<file path="src/rtl/fp_mul_pkg.sv">
// Shared widths, constants, state encoding and operand layout for the
// sequential single-precision multiplier.
package fp_mul_pkg;

    localparam int unsigned EXP_WIDTH  = 8;
    localparam int unsigned MANT_WIDTH = 23;
    localparam int unsigned BIAS       = 127;

    localparam int unsigned WORD_WIDTH = EXP_WIDTH + MANT_WIDTH + 1;
    localparam int unsigned SIG_WIDTH  = MANT_WIDTH + 1;
    localparam int unsigned PROD_WIDTH = 2 * SIG_WIDTH;
    localparam int unsigned EXPS_WIDTH = EXP_WIDTH + 2;
    localparam int unsigned CNT_WIDTH  = 5;
    localparam int unsigned FLAG_WIDTH = 4;

    localparam logic [WORD_WIDTH-1:0] QNAN = WORD_WIDTH'(32'h7FC0_0000);

    localparam logic [1:0] ST_IDLE = 2'd0;
    localparam logic [1:0] ST_MULT = 2'd1;
    localparam logic [1:0] ST_NORM = 2'd2;
    localparam logic [1:0] ST_DONE = 2'd3;

    typedef enum logic [1:0] {
        IDLE = ST_IDLE,
        MULT = ST_MULT,
        NORM = ST_NORM,
        DONE = ST_DONE
    } state_e;

    localparam int unsigned FLAG_INVALID   = 3;
    localparam int unsigned FLAG_OVERFLOW  = 2;
    localparam int unsigned FLAG_UNDERFLOW = 1;
    localparam int unsigned FLAG_INEXACT   = 0;

    typedef struct packed {
        logic                  sign;
        logic [EXP_WIDTH-1:0]  exp;
        logic [MANT_WIDTH-1:0] mant;
    } fp_t;

endpackage

</file>
<file path="src/rtl/fp_mul_special.sv">
// Classifies both operands and selects the product for any special input
// combination; denormals are treated as zero.
module fp_mul_special
    import fp_mul_pkg::*;
(
    input  logic [WORD_WIDTH-1:0] a,
    input  logic [WORD_WIDTH-1:0] b,
    output logic                  special_c,
    output logic [WORD_WIDTH-1:0] result_c,
    output logic [FLAG_WIDTH-1:0] flags_c
);

    fp_t  fa;
    fp_t  fb;
    logic sign;
    logic zero_a, inf_a, nan_a;
    logic zero_b, inf_b, nan_b;

    assign fa   = a;
    assign fb   = b;
    assign sign = fa.sign ^ fb.sign;

    assign zero_a = (fa.exp == '0);
    assign inf_a  = (fa.exp == '1) && (fa.mant == '0);
    assign nan_a  = (fa.exp == '1) && (fa.mant != '0);
    assign zero_b = (fb.exp == '0);
    assign inf_b  = (fb.exp == '1) && (fb.mant == '0);
    assign nan_b  = (fb.exp == '1) && (fb.mant != '0);

    // Priority: invalid first, then infinity, then zero.
    always_comb begin
        special_c = 1'b0;
        result_c  = '0;
        flags_c   = '0;
        if (nan_a || nan_b || (zero_a && inf_b) || (inf_a && zero_b)) begin
            special_c              = 1'b1;
            result_c               = QNAN;
            flags_c[FLAG_INVALID]  = 1'b1;
        end else if (inf_a || inf_b) begin
            special_c = 1'b1;
            result_c  = {sign, {EXP_WIDTH{1'b1}}, {MANT_WIDTH{1'b0}}};
        end else if (zero_a || zero_b) begin
            special_c = 1'b1;
            result_c  = {sign, {(WORD_WIDTH-1){1'b0}}};
        end
    end

endmodule

</file>
<file path="src/rtl/fp_mul_seq.sv">
// Iterative single-precision multiplier: shift-add mantissa product over
// 24 cycles, truncating normalisation, result held until acknowledged.
module fp_mul_seq
    import fp_mul_pkg::*;
(
    input  logic                  in_Clk,
    input  logic                  in_Rst,
    input  logic                  in_Valid,
    output logic                  out_Ready,
    input  logic [WORD_WIDTH-1:0] in_A,
    input  logic [WORD_WIDTH-1:0] in_B,
    output logic                  out_Valid,
    input  logic                  in_Ack,
    output logic [WORD_WIDTH-1:0] out_Result,
    output logic [FLAG_WIDTH-1:0] out_Flags
);

    localparam logic [EXPS_WIDTH-1:0] EXP_MAX  = EXPS_WIDTH'((1 << EXP_WIDTH) - 1);
    localparam logic [CNT_WIDTH-1:0]  CNT_LAST = CNT_WIDTH'(SIG_WIDTH - 1);

    state_e                 state;
    logic [CNT_WIDTH-1:0]   cnt;
    logic [PROD_WIDTH-1:0]  acc;
    logic [SIG_WIDTH-1:0]   mcand;
    logic [SIG_WIDTH-1:0]   mplier;
    logic                   sign_q;
    logic [EXPS_WIDTH-1:0]  exp_q;

    fp_t                    fa;
    fp_t                    fb;
    logic                   special_c;
    logic [WORD_WIDTH-1:0]  special_result_c;
    logic [FLAG_WIDTH-1:0]  special_flags_c;

    logic [PROD_WIDTH-1:0]  partial_c;
    logic [EXPS_WIDTH-1:0]  exp_n_c;
    logic [MANT_WIDTH-1:0]  mant_n_c;
    logic                   inexact_n_c;
    logic [WORD_WIDTH-1:0]  norm_result_c;
    logic [FLAG_WIDTH-1:0]  norm_flags_c;

    assign fa = in_A;
    assign fb = in_B;

    fp_mul_special u_special (
        .a         (in_A),
        .b         (in_B),
        .special_c (special_c),
        .result_c  (special_result_c),
        .flags_c   (special_flags_c)
    );

    assign partial_c = mplier[0] ? (PROD_WIDTH'(mcand) << cnt) : '0;

    // Truncating normalisation and range check on the finished product.
    always_comb begin
        exp_n_c       = exp_q;
        mant_n_c      = acc[PROD_WIDTH-3 -: MANT_WIDTH];
        inexact_n_c   = |acc[PROD_WIDTH-MANT_WIDTH-3:0];
        norm_result_c = '0;
        norm_flags_c  = '0;
        if (acc[PROD_WIDTH-1]) begin
            exp_n_c     = exp_q + EXPS_WIDTH'(1);
            mant_n_c    = acc[PROD_WIDTH-2 -: MANT_WIDTH];
            inexact_n_c = |acc[PROD_WIDTH-MANT_WIDTH-2:0];
        end
        if (!exp_n_c[EXPS_WIDTH-1] && (exp_n_c >= EXP_MAX)) begin
            norm_result_c                = {sign_q, {EXP_WIDTH{1'b1}}, {MANT_WIDTH{1'b0}}};
            norm_flags_c[FLAG_OVERFLOW]  = 1'b1;
            norm_flags_c[FLAG_INEXACT]   = 1'b1;
        end else if (exp_n_c[EXPS_WIDTH-1] || (exp_n_c == '0)) begin
            norm_result_c                = {sign_q, {(WORD_WIDTH-1){1'b0}}};
            norm_flags_c[FLAG_UNDERFLOW] = 1'b1;
            norm_flags_c[FLAG_INEXACT]   = 1'b1;
        end else begin
            norm_result_c                = {sign_q, exp_n_c[EXP_WIDTH-1:0], mant_n_c};
            norm_flags_c[FLAG_INEXACT]   = inexact_n_c;
        end
    end

    always_ff @(posedge in_Clk) begin
        if (in_Rst) begin
            state      <= IDLE;
            out_Ready  <= 1'b1;
            out_Valid  <= 1'b0;
            out_Result <= '0;
            out_Flags  <= '0;
            cnt        <= '0;
            acc        <= '0;
            mcand      <= '0;
            mplier     <= '0;
            sign_q     <= 1'b0;
            exp_q      <= '0;
        end else begin
            case (state)
                IDLE: begin
                    if (in_Valid && out_Ready) begin
                        sign_q    <= fa.sign ^ fb.sign;
                        mcand     <= {1'b1, fa.mant};
                        mplier    <= {1'b1, fb.mant};
                        exp_q     <= EXPS_WIDTH'(fa.exp) + EXPS_WIDTH'(fb.exp)
                                     - EXPS_WIDTH'(BIAS);
                        cnt       <= '0;
                        acc       <= '0;
                        out_Ready <= 1'b0;
                        if (special_c) begin
                            out_Result <= special_result_c;
                            out_Flags  <= special_flags_c;
                            out_Valid  <= 1'b1;
                            state      <= DONE;
                        end else begin
                            state <= MULT;
                        end
                    end
                end
                MULT: begin
                    acc    <= acc + partial_c;
                    mplier <= mplier >> 1;
                    cnt    <= cnt + CNT_WIDTH'(1);
                    if (cnt == CNT_LAST) begin
                        state <= NORM;
                    end
                end
                NORM: begin
                    out_Result <= norm_result_c;
                    out_Flags  <= norm_flags_c;
                    out_Valid  <= 1'b1;
                    state      <= DONE;
                end
                DONE: begin
                    if (in_Ack) begin
                        out_Valid <= 1'b0;
                        out_Ready <= 1'b1;
                        state     <= IDLE;
                    end
                end
                default: state <= IDLE;
            endcase
        end
    end

endmodule
</file>
<file path="config.mk">
export PLATFORM = sky130hd
export DESIGN_NAME = fp_mul_seq
export DESIGN_NICKNAME = d
export VERILOG_FILES = /design/src/rtl/fp_mul_pkg.sv /design/src/rtl/fp_mul_special.sv /design/src/rtl/fp_mul_seq.sv
export SDC_FILE = /design/constraint.sdc
export NUM_CORES = 1
export LEC_CHECK = 0
export BUFFER_PORTS_ARGS = -buffer_cell sky130_fd_sc_hd__buf_2
export CORE_ASPECT_RATIO = 0.8
export CORE_MARGIN = 3
export CORE_UTILIZATION = 35
export CTS_BUF_LIST = sky130_fd_sc_hd__clkbuf_4
export DETAILED_ROUTE_END_ITERATION = 7
export SETUP_SLACK_MARGIN = 0.15
export SYNTH_ARGS = -nofsm -noshare
export SYNTH_HDL_FRONTEND = slang
export SYNTH_SLANG_ARGS = --single-unit
export TNS_END_PERCENT = 10
</file>
<file path="constraint.sdc">
create_clock -name in_Clk -period 8.8 [get_ports in_Clk]
set_input_delay 0.44 -clock in_Clk [delete_from_list [all_inputs] [get_ports in_Clk]]
set_output_delay 0.44 -clock in_Clk [all_outputs]
set_load 0.05 [all_outputs]
</file>
# --- Word-level counts from Yosys, hierarchy flattened ---
# Index checks and enable logic that the tools add are counted.
totals:
  output_inout_bits: 38
  register_bits: 152
  input_bits: 68
  wordCells: 106
classes:
  n_eq_ne: 10
  n_lt_le_gt_ge: 1
  add_sub_neg: 5
  n_shift: 1
  n_reduce_logical: 35
  bitwise_logic: 1
  n_mux: 42
op_table:
  columns: ["cell", "n"]
  rows:
  - ["$mux W32", 5]
  - ["$mux W48", 2]
  - ["$pmux W48 S2", 1]
  - ["$pmux W32 S2", 1]
  - ["$mux W31", 2]
  - ["$add A48 B48 Y48", 1]
  - ["$pmux W24 S2", 1]
  - ["$shl A24 B5 Y48", 1]
  - ["$logic_not A23 Y1", 2]
  - ["$reduce_bool A23 Y1", 2]
  - ["$mux W24", 1]
  - ["$reduce_or A24 Y1", 1]
  - ["$mux W23", 1]
  - ["$reduce_or A23 Y1", 1]
  - ["$eq A8 B8 Y1 const B", 2]
  - ["$logic_not A8 Y1", 2]
  - ["$mux W1", 15]
  - ["$add A10 B1 Y10 const B", 1]
  - ["$ge A10 B8 Y1 const B", 1]
  - ["$logic_not A10 Y1", 1]
  - ["$mux W10", 1]
  - ["$pmux W5 S2", 1]
  - ["$sub A9 B7 Y10 const B", 1]
  - ["$add A8 B8 Y9", 1]
  - ["other kinds (22)", 47]

# --- Logic depth before layout (Yosys ltp) ---
logic_depth:
  ltp_word: 9
  mapped_depth: 22
  mapped_depth_nobuf: 18

# --- Modules after synthesis ---
# Synthesis repeated with hierarchy kept, for this count alone.
unflattened:
  cells_unflattened: 1420
  area_unflattened_um2: 10960.5
by_module_without_submodules:
  columns: ["mod", "area_each_um2", "n_inst", "seq_area_each_um2", "cells_each"]
  rows:
  - ["fp_mul_seq", 10456.3, 1, 3042.9, 1348]
  - ["fp_mul_special", 504.2, 1, 0.0, 72]

# --- Worst setup path after synthesis ---
# No wires, ideal clock.
synth_path:
  path_kind: "register to register"
  from: "register cnt[1]"
  to: "register acc[45]"
  period_less_slack_ps: 4139
  setup_time_ps: 117
  slack_ps: 4661
  path_stages_with_launch: 18
  required_ps: 8683
  arrival_time_ps: 4021
  n_path_buf: 3
  cell_sequence: "dfxtp_1 clkbuf_1 buf_1 mux4_2 mux2i_1 mux2_2 o22ai_1 ha_1 clkbuf_1 o21ai_1 a22oi_1 nand3_1 o41a_1 a2111oi_4 o21ai_1 a21oi_1 o21ai_1 a32o_1"
synth_via:
  elab_chain_cells: 4
synth_lines:
  columns: ["item", "line", "text"]
  rows:
  - ["start, declared", "fp_mul_seq.sv:22", "logic [CNT_WIDTH-1:0] cnt;"]
  - ["start signal, assigned", "fp_mul_seq.sv:119", "cnt <= cnt + CNT_WIDTH'(1);"]
  - ["$shl A24 B5 Y48", "fp_mul_seq.sv:53", "assign partial_c = mplier[0] ? (PROD_WIDTH'(mcand) << cnt) : '0;"]
  - ["$mux W48", "fp_mul_seq.sv:53", null]
  - ["$add A48 B48 Y48", "fp_mul_seq.sv:117", "acc <= acc + partial_c;"]
  - ["$pmux W48 S2", "fp_mul_seq.sv:95", "case (state)"]
  - ["end signal, assigned", "fp_mul_seq.sv:117", null]
  - ["end, declared", "fp_mul_seq.sv:23", "logic [PROD_WIDTH-1:0] acc;"]
# Every way passes these cells.
# A chain may end at the register's enable or synchronous reset.

# --- Worst setup path in the final report ---
# Same ends and word-level chain as after synthesis.

==> impl_metrics.json <==
{
  "num_rows": 56,
  "die_y_um": 162,
  "worst_pin_slew_ns": 1.03,
  "netlist-cell-type-count": 72,
  "grt_usage": 0.195,
  "cp-end-kind": "flip-flop",
  "startpoint": "cnt[1]$_SDFFE_PP0P_",
  "final_common_cell": "nand2_1",
  "synthToLayoutAreaGrowth_pct": 9.94,
  "antenna_found_initial": 1,
  "fmax_ghz": 0.211,
  "grt_pass1_vias": 9499,
  "crit_arrival_ns": 5.25,
  "initial_core_util": 0.360,
  "postCtsSetupBuffers": 0,
  "ys_ff_latch": 152,
  "drcViolationCount": 0,
  "grt_max_degree": 83,
  "post-route-period-util": 0.539,
  "clk_latency_ns": 0.60,
  "clk_path_buf_depth": 2,
  "slew_headroom": 0.315,
  "layout.nets": 1560,
  "hold_viol": 0,
  "cp_data_required_time_ns": 9.30,
  "cts_tree": "yes",
  "coreArea_um2": 29700,
  "cp-start-kind": "flip-flop",
  "p_leak_uw": 0.00462,
  "r2r_start": "cnt[1]$_SDFFE_PP0P_",
  "synth_top_area_share": 0.284,
  "drt_first_iter_violations": 900,
  "numClockSinks": 152,
  "worst-setup-path-type": "reg2reg",
  "synth_top_family_by_area": "compound AO/OA/AOI/OAI gates",
  "ir_drop_mv": 0.120,
  "via_count": 10400,
  "grt_overflow_total": 0,
  "ys_seq_area_frac": 0.284,
  "cts_buffers": 17,
  "cts_resized": 0,
  "syn_area_um2": 10700,
  "crit_fanout": 39,
  "synth_edf_count": 0,
  "dr.pass1.iters": 8,
  "synth-simple-area-share": 0.209,
  "rsz0062_at_grt": "false",
  "hold_class": "in2reg",
  "use_met1": 0.296,
  "finClkSkew_ns": 0.0207,
  "setup_viol_count_final": 0,
  "max_stage_delay_ns": 0.47,
  "p_per_area_nw_per_um2": 170,
  "r2r-end": "acc[45]$_SDFFE_PP0P_",
  "syn_avg_cell_area_um2": 7.77,
  "use_met2": 0.285,
  "final_max_slew_viol_count": 0,
  "die-area_um2": 32700,
  "path_clk_slew_ns": 0.14,
  "setup_ws_ns": 4.05,
  "drive_above_1_share": 0.130,
  "post_dp_cell_area_um2": 11500,
  "yosysTopAreaCell": "dfxtp_1",
  "wire_per_inst_um": 17.5,
  "synthXorXnorAreaFrac": 0.0482,
  "num_io_pins": 106,
  "utilization": 0.396,
  "cts-hold-fix-buffers": 0,
  "drv_cap": 0,
  "synth.area.mux_share": 0.0793,
  "reg2reg_slack_ns": 4.05,
  "synth_top_flop_cell": "dfxtp_1",
  "tns_ns": 0,
  "yosys_warnings": 0,
  "crit_cells": 16,
  "synth-compound-area-share": 0.249,
  "endpoint": "acc[45]$_SDFFE_PP0P_",
  "wirelength_um": 32200,
  "outcome": "complete, no violations",
  "stdcell_area_um2": 11800,
  "path_cells": "buf_4, mux2_2, o21ai_0, nor2_1, a21oi_1, mux2_2, nor2_1, ha_1, and2_1, nand3_1, o41a_1, a2111oi_4, o21ai_1, a21oi_1, o21ai_1, a32o_1",
  "portBuffers": 105,
  "busiest_layer": "met1",
  "ant_nets": 0,
  "grt_use_met3": 0.0328,
  "synth_cells": 1378,
  "h-tree-depth": 4,
  "finalCriticalPeriod_ns": 4.75,
  "rr_worst_depth": 16,
  "cts-root-buf": "clkbuf_4",
  "dp_slack_ns": 4.21,
  "grt_first_pass_wirelength_um": 51900,
  "dp_hpwl_um": 24500,
  "die-width_um": 202,
  "critical-path-top-delay-family": "compound AO/OA/AOI/OAI gates",
  "gp_congestion": 0.949,
  "async_flop_share": 0,
  "cp_slowest_cell": "a2111oi_4",
  "crit_buf_inv": 1,
  "syn_nets": 1516,
  "fillCellCount": 3115,
  "final_cell_mix": "nand2_1, dfxtp_1, nor2_1, a21oi_1, buf_2",
  "viasPerCell": 5.63,
  "yosys-top-cells-area": "dfxtp_1, ha_1, nand2_1",
  "synth-adder-area-share": 0.0832
}
-- worst register-to-register path, stage by stage (launching register included) --
cell,delay (ns)
dfxtp_1,0.33
buf_4,0.37
mux2_2,0.43
o21ai_0,0.43
nor2_1,0.08
a21oi_1,0.29
mux2_2,0.25
nor2_1,0.07
ha_1,0.43
and2_1,0.21
nand3_1,0.10
o41a_1,0.42
a2111oi_4,0.47
o21ai_1,0.22
a21oi_1,0.21
o21ai_1,0.09
a32o_1,0.26
-- registers in the layout (all words and copies together) (netlist names) --
signal      flops
out_Ready       1
acc            48
exp_q          10
mplier         24
cnt             5
sign_q          1
out_Valid       1
state           2
out_Flags       4
out_Result     32
mcand          24
-- stage by stage --
stage / power (µW) / std cells / hold slack, ns
global placement: 1560 / 1809 / 0.434
CTS: 2010 / 1841 / 0.0176
global route: 2120 / 1843 / 0.0258
floorplan: 1350 / 1378 / 0.442
finish: 1990 / 1843 / 0.0675
detailed placement: 1560 / 1809 / 0.439
-- layer usage --
| metal | part of all wire | wire length, µm | up-vias |
|---|---|---|---|
| met1 | 0.51 | 16300 | 4891 |
| met5 | 0 | 0 | - |
| met4 | 0.016 | 503 | 0 |
| met2 | 0.42 | 13400 | 303 |
| li1 | - | - | 5143 |
| met3 | 0.062 | 2010 | 32 |
-- power by group --
part	switching, µW	leakage [µW]	internal (µW)	total (µW)
logic	487	0.00324	247	734
clock network	267	0.000143	176	443
registers	60.5	0.00123	757	818
total	814	0.00462	1180	1990
-- logic make-up (layout without fill, tap and decap cells) --
group | count (synthesis) | in the layout
mux | 72 | 72
xor+xnor | 58 | 58
buf+inv | 128 | 185
fa+ha+maj | 70 | 70
simple gates | 491 | 491
compound gates | 407 | 407
flops | 152 | 152
other cells | 0 | 2
-- cells in the mapped netlist (17+ instances only) --
library cell / number
a21o_1: 33
a21oi_1: 118
a222oi_1: 23
a22oi_1: 29
and2_1: 17
clkbuf_1: 78
dfxtp_1: 152
ha_1: 68
inv_1: 34
mux2i_1: 51
nand2_1: 187
nand3_1: 30
nand4_1: 27
nor2_1: 139
nor3_1: 21
nor4_1: 22
o21ai_0: 65
o21ai_1: 28
xnor2_1: 32
xor2_1: 25
-- cell type report --
class,instances,area [µm²],share of cell area
inverter,36,135,0.0115
sequential,152,3040,0.259
timing repair buffer,117,618,0.0525
clock inverter,12,126,0.0107
antenna,2,5.00,0.000425
tap,406,508,0.0432
clock buffer,20,150,0.0128
multi-input combinational,1098,7180,0.610
-- how the worst min path moves through the flow --
| stage | startpoint | end | depth (start not counted) | slack (ns) |
|---|---|---|---|---|
| 6_report | in_A[0] | mcand[0]$_SDFFE_PP0P_ | 3 | 0.07 |
| 3_3_place_gp | out_Result[6]$_SDFFE_PP0P_ | out_Result[6]$_SDFFE_PP0P_ | 2 | 0.43 |
| 4_1_cts | in_A[4] | mcand[4]$_SDFFE_PP0P_ | 3 | 0.02 |
| 5_1_grt | in_A[9] | mcand[9]$_SDFFE_PP0P_ | 3 | 0.03 |
| 3_5_place_dp | out_Result[8]$_SDFFE_PP0P_ | out_Result[8]$_SDFFE_PP0P_ | 2 | 0.44 |
| 2_1_floorplan | mcand[16]$_SDFFE_PP0P_ | mcand[16]$_SDFFE_PP0P_ | 2 | 0.44 |
(Power assumes the default switching activity.)
